## config.mk

```make
export PLATFORM = sky130hd
export DESIGN_NAME = lcd_min_param
export DESIGN_NICKNAME = d
export VERILOG_FILES = /design/src/rtl/lcd_min_pkg.sv /design/src/rtl/pb_sync_edge.sv /design/src/rtl/lcd_min_param.sv
export SDC_FILE = /design/constraint.sdc
export NUM_CORES = 1
export LEC_CHECK = 0
export BUFFER_PORTS_ARGS = -buffer_cell sky130_fd_sc_hd__buf_2
export CORE_AREA = 2 2 107 109
export CTS_CLUSTER_SIZE = 8
export DETAILED_ROUTE_END_ITERATION = 10
export DIE_AREA = 0 0 109 111
export MAX_ROUTING_LAYER = met4
export PLACE_DENSITY = 0.81
export SETUP_SLACK_MARGIN = 0.4
export SLEW_MARGIN = 0
export SYNTH_ARGS = -nofsm -noshare
export SYNTH_HDL_FRONTEND = slang
export SYNTH_SLANG_ARGS = --single-unit
```

## constraint.sdc

```tcl
create_clock -name clk -period 5.86 [get_ports clk]
set_input_delay 1.172 -clock clk [delete_from_list [all_inputs] [get_ports clk]]
set_output_delay 1.172 -clock clk [all_outputs]
set_load 0.02 [all_outputs]
```

## src/rtl/lcd_min_pkg.sv

```systemverilog
// Shared FSM encodings and ASCII constants for the LCD minimum finder.
// Also holds the hex-digit-to-ASCII helper used when building display lines.
package lcd_min_pkg;

    typedef enum logic [1:0] {
        ST_IDLE   = 2'd0,
        ST_SCAN   = 2'd1,
        ST_FORMAT = 2'd2,
        ST_DONE   = 2'd3
    } state_t;

    localparam logic [7:0] ASC_SPACE = 8'h20;
    localparam logic [7:0] ASC_COMMA = 8'h2C;
    localparam logic [7:0] ASC_DASH  = 8'h2D;
    localparam logic [7:0] ASC_ZERO  = 8'h30;
    localparam logic [7:0] ASC_A     = 8'h41;

    localparam logic [31:0] STR_MIN  = "MIN=";
    localparam logic [31:0] STR_POS  = "POS=";
    localparam logic [31:0] STR_WAIT = "WAIT";

    function automatic logic [7:0] hex_char(input logic [3:0] v);
        if (v < 4'd10)
            return ASC_ZERO + {4'h0, v};
        else
            return ASC_A + {4'h0, v - 4'd10};
    endfunction

endpackage

```

## src/rtl/pb_sync_edge.sv

```systemverilog
// Two-flop synchroniser for one raw push-button plus rising-edge detector.
// A press yields exactly one single-cycle pulse.
module pb_sync_edge (
    input  logic clk,
    input  logic rst,
    input  logic pb,
    output logic pulse
);

    logic s1, s2, s3;

    // Synchronise the button and keep one delayed copy for edge detection
    always_ff @(posedge clk or posedge rst) begin
        if (rst) begin
            s1 <= 1'b0;
            s2 <= 1'b0;
            s3 <= 1'b0;
        end else begin
            s1 <= pb;
            s2 <= s1;
            s3 <= s2;
        end
    end

    assign pulse = s2 & ~s3;

endmodule

```

## src/rtl/lcd_min_param.sv

```systemverilog
// Captures switch values into channels on button presses, scans for the
// minimum one channel per cycle and renders both LCD text lines.
module lcd_min_param
    import lcd_min_pkg::*;
#(
    parameter int NUM_CH = 4,
    parameter int DATA_W = 3,
    parameter int POS_W  = 3
) (
    input  logic              clk,
    input  logic              rst,
    input  logic [DATA_W-1:0] slide,
    input  logic [NUM_CH-1:0] pb,
    output logic [127:0]      first_line,
    output logic [127:0]      second_line,
    output logic [DATA_W-1:0] min_val,
    output logic [POS_W-1:0]  min_pos,
    output logic              valid,
    output logic              busy
);

    localparam int IDX_W = $clog2(NUM_CH);

    localparam logic [127:0] LINE_WAIT = {STR_WAIT, {12{ASC_SPACE}}};

    logic [NUM_CH-1:0] load;
    logic [DATA_W-1:0] ch [NUM_CH];
    logic [NUM_CH-1:0] loaded;
    logic              pending;
    logic              all_loaded;
    logic              any_load;
    logic              last_idx;

    state_t            state_q, state_d;
    logic [IDX_W-1:0]  idx;
    logic [DATA_W-1:0] scan_min;
    logic [IDX_W-1:0]  scan_pos;

    genvar g;
    generate
        for (g = 0; g < NUM_CH; g++) begin : g_sync
            pb_sync_edge u_sync (
                .clk   (clk),
                .rst   (rst),
                .pb    (pb[g]),
                .pulse (load[g])
            );
        end
    endgenerate

    assign all_loaded = &loaded;
    assign any_load   = |load;
    assign last_idx   = (idx == IDX_W'(NUM_CH - 1));

    // Capture the switch value into every channel whose button fired
    always_ff @(posedge clk or posedge rst) begin
        if (rst) begin
            for (int i = 0; i < NUM_CH; i++)
                ch[i] <= '0;
            loaded <= '0;
        end else begin
            for (int i = 0; i < NUM_CH; i++) begin
                if (load[i]) begin
                    ch[i]     <= slide;
                    loaded[i] <= 1'b1;
                end
            end
        end
    end

    // State register
    always_ff @(posedge clk or posedge rst) begin
        if (rst)
            state_q <= ST_IDLE;
        else
            state_q <= state_d;
    end

    // Next-state logic; a load seen while busy forces an immediate rescan
    always_comb begin
        state_d = state_q;
        unique case (state_q)
            ST_IDLE:   if (all_loaded) state_d = ST_SCAN;
            ST_SCAN:   if (last_idx) state_d = ST_FORMAT;
            ST_FORMAT: state_d = (pending | any_load) ? ST_SCAN : ST_DONE;
            ST_DONE:   if (any_load) state_d = ST_SCAN;
            default:   state_d = ST_IDLE;
        endcase
    end

    // Status outputs decoded from the state
    always_comb begin
        busy  = (state_q == ST_SCAN) || (state_q == ST_FORMAT);
        valid = (state_q == ST_DONE);
    end

    // Remember loads that arrive while a scan is already underway
    always_ff @(posedge clk or posedge rst) begin
        if (rst)
            pending <= 1'b0;
        else if (state_q == ST_FORMAT)
            pending <= 1'b0;
        else if (any_load && state_q == ST_SCAN)
            pending <= 1'b1;
    end

    // Sequential minimum search; strict less-than keeps the lowest index
    always_ff @(posedge clk or posedge rst) begin
        if (rst) begin
            idx      <= '0;
            scan_min <= '0;
            scan_pos <= '0;
        end else if (state_q == ST_SCAN) begin
            idx <= last_idx ? '0 : idx + 1'b1;
            if (idx == '0 || ch[idx] < scan_min) begin
                scan_min <= ch[idx];
                scan_pos <= idx;
            end
        end else begin
            idx <= '0;
        end
    end

    // Publish the result and the summary line only once the scan finishes
    always_ff @(posedge clk or posedge rst) begin
        if (rst) begin
            min_val     <= '0;
            min_pos     <= '0;
            second_line <= LINE_WAIT;
        end else if (!all_loaded) begin
            second_line <= LINE_WAIT;
        end else if (state_q == ST_FORMAT) begin
            min_val     <= scan_min;
            min_pos     <= POS_W'(scan_pos);
            second_line <= {STR_MIN, hex_char(4'(scan_min)), ASC_SPACE,
                            STR_POS, hex_char(4'(scan_pos)),
                            {5{ASC_SPACE}}};
        end
    end

    // Channel line follows the channel registers directly
    always_comb begin
        first_line = {16{ASC_SPACE}};
        for (int i = 0; i < NUM_CH; i++) begin
            first_line[8*(15-2*i) +: 8] =
                loaded[i] ? hex_char(4'(ch[i])) : ASC_DASH;
            first_line[8*(14-2*i) +: 8] = ASC_COMMA;
        end
    end

endmodule

```

==> run metrics <==
CTS tree built; FMAX 396 MHz; area of the multi-input gates 1530 µm²; Clock Latency Late Sink 0.29 ns; Top delay family on crit path multiplexers; Synth Flop Type dfrtp_1; CTS max path bufs 2; VDD IR max 302 µV; Slew @ Worst Pin about 1 ns; first-pass GRT wire length 8050 µm; Fillers between 1k and 1.5k; YS warnings 0; met2 WL 3050 µm; DRT antenna net count 0; hold slack 0.353 ns; Post-CTS Resized 0; Post-synth ARST share 100%; Post-synth EDFFs 0; diode count 0; leakage 0.00198 µW; grt ovf 0; Avg Cell Area, Syn between 9 and 10 µm²; status finished clean; Critical Path Sink Type register; setup violators final 0; vias in the first global route 1,523; core area around 11,000 µm²; clock root cell clkbuf_16; Hold Crit Class register to register; CP bufs+invs 0; post-synthesis sequential area ratio 32.8%; CTS buffer count 5; Mapped Area 3820 µm²; Pre-antenna DRT Iters 4; metal3 WL 497 µm; Detailed Place HPWL 4470 µm; Critical Path AT 2.70 ns; setup tns final 0 ns; Die ar. 12,100 µm²; fin nets between 400 and 500; Die Y around 110 µm; maxcap violations 0; routed via count 1,954; DR top layer met4; htree depth 2; worst-path cell chain mux4_1, ha_1, a21oi_1, and4b_1, a221oi_4, mux2_2; CTS sink count 50; final std cells w/o fill ~580; RSZ-0062 raised after global routing no; Die X-Extent between 100 and 150 µm; hold-fix buffers at CTS 0; Power per Cell Area 422 nW/µm²; Sequential cell area 1250 µm²; Reg clk slew, reported paths approximately 0.07 ns; First DRT Iteration DRCs 70; slowest stage cell, crit path mux4_1; DP Cell Count 567; met1 WL 2100 µm; Worst path max stage delay 0.62 ns; RD Place Congestion between 0.8 and 0.9; Post-Route WL 5690 µm; FP Rows 39; WP data required 6.03 ns; Slew HR about a third; clock skew 0.00624 ns; crit-path max FO 6; Tot GR Track Use 8.74%; WL/cell 9.90 µm; layout cells sized above 1 around a quarter; number of setup buffers added after CTS 0; Slew Viols, Final 0; vias per cell 3.40; fin crit share 43.1%; Syn-to-layout area delta -7.34%; final hold violations 0; I/O Pins 273; Residual DRC 0; Syn Inst Count 385; Setup Crit Path Kind register to register; Final Critical Period ~2.5 ns; Initial Util 34.5%; Synth cell types 26; initial antenna violation count 0; Yosys reg bits 50; number of I/O port buffers 71; startpoint types register; largest net degree at the start of global routing 51
stage by stage:
stage	power, µW	setup slack, ns	area [µm²]	utilization (%)
3_5_place_dp	1180	3.36	3370	30.4
6_report	1490	3.33	3540	31.9
5_1_grt	1590	3.19	3540	31.9
4_1_cts	1510	3.31	3540	31.9
3_3_place_gp	1160	3.41	3370	30.4
2_1_floorplan	1160	3.49	4560	-
path summary, 6_finish.rpt:
| kind | start | endpoint | slack (ns) | depth (start not counted) |
|---|---|---|---|---|
| min reg2reg | g_sync[2].u_sync.s1$_DFF_PP0_ | g_sync[2].u_sync.s2$_DFF_PP0_ | 0.35 | 0 |
| min in group asynchronous | rst | ch[4]$_DFFE_PP0P_ | 1.13 | 2 |
| max reg2reg | idx[0]$_DFF_PP0_ | scan_min[2]$_DFFE_PP0P_ | 3.33 | 6 |
| min | g_sync[2].u_sync.s1$_DFF_PP0_ | g_sync[2].u_sync.s2$_DFF_PP0_ | 0.35 | 0 |
| max | idx[0]$_DFF_PP0_ | scan_min[2]$_DFFE_PP0P_ | 3.33 | 6 |
| max in group asynchronous | rst | ch[9]$_DFFE_PP0P_ | 4.11 | 2 |
final cells by class:
class                      count  share of cell area (%)
clock buffer                   5                    3.54
clock inverter                 3                    1.24
inverter                      14                    1.49
multi-input combinational    289                    43.2
sequential                    50                    35.4
tap                          143                    5.06
timing repair buffer          71                    10.0
cells by family (layout without fill, tap and decap cells):
kind of cell / count (synthesis) / after routing / synth area share [%]
other: 2 / 201 / 0.197
flip-flops: 50 / 50 / 32.8
adder cells (fa/ha/maj): 8 / 8 / 2.62
buffers and inverters: 245 / 93 / 46.7
AO/OA/AOI/OAI: 12 / 12 / 2.46
multiplexers: 29 / 29 / 9.54
AND/OR/NAND/NOR: 39 / 39 / 5.64
synth_stat cells, types with 2 or more instances:
cell	n	area share, %
a21oi_1	2	0.26
nand4_1	2	0.33
ha_1	8	2.6
inv_1	14	1.4
nand2_1	7	0.69
and2_1	6	0.98
o21ai_0	3	0.39
mux4_1	3	2.1
nor2_1	8	0.79
buf_4	230	45
mux2_2	20	5.9
nand2b_1	12	2.0
a21boi_0	2	0.39
and4_1	2	0.46
mux2i_1	6	1.6
dfrtp_1	49	32
conb_1	2	0.20
registers in the layout (all words and copies together) (netlist names), 3 cells and up:
name and cells:
second_line 7, g_sync.u_sync.s2 4, g_sync.u_sync.s3 4, g_sync.u_sync.s1 4, min_val 3, scan_min 3, ch 12, loaded 4
cell usage in the layout, fill, tap and decap left out, types with 2 or more instances in the layout:
master     netlist  layout
dfrtp_1         49      49
mux4_1           3       3
and2_1           6       6
mux2_2          20      20
nand4_1          2       2
conb_1           2     201
buf_2            0      71
a21boi_0         2       2
nand2_1          7       7
clkbuf_16        0       5
nor2_1           8       8
inv_1           14      13
a21oi_1          2       2
and4_1           2       2
nand2b_1        12      12
ha_1             8       8
o21ai_0          3       3
mux2i_1          6       6
report_power, final:
group | switching (µW) | internal [µW] | total [µW]
registers | 69.7 | 431 | 500
logic | 438 | 229 | 667
clock network | 122 | 202 | 324
total | 630 | 862 | 1490
layer usage:
metal,track usage (%),vias up
met5,-,-
met4,2.14,0
met3,2.23,5
met2,14.8,129
met1,10.3,938
li1,-,882
No activity file was read; power rests on OpenSTA's default activity.
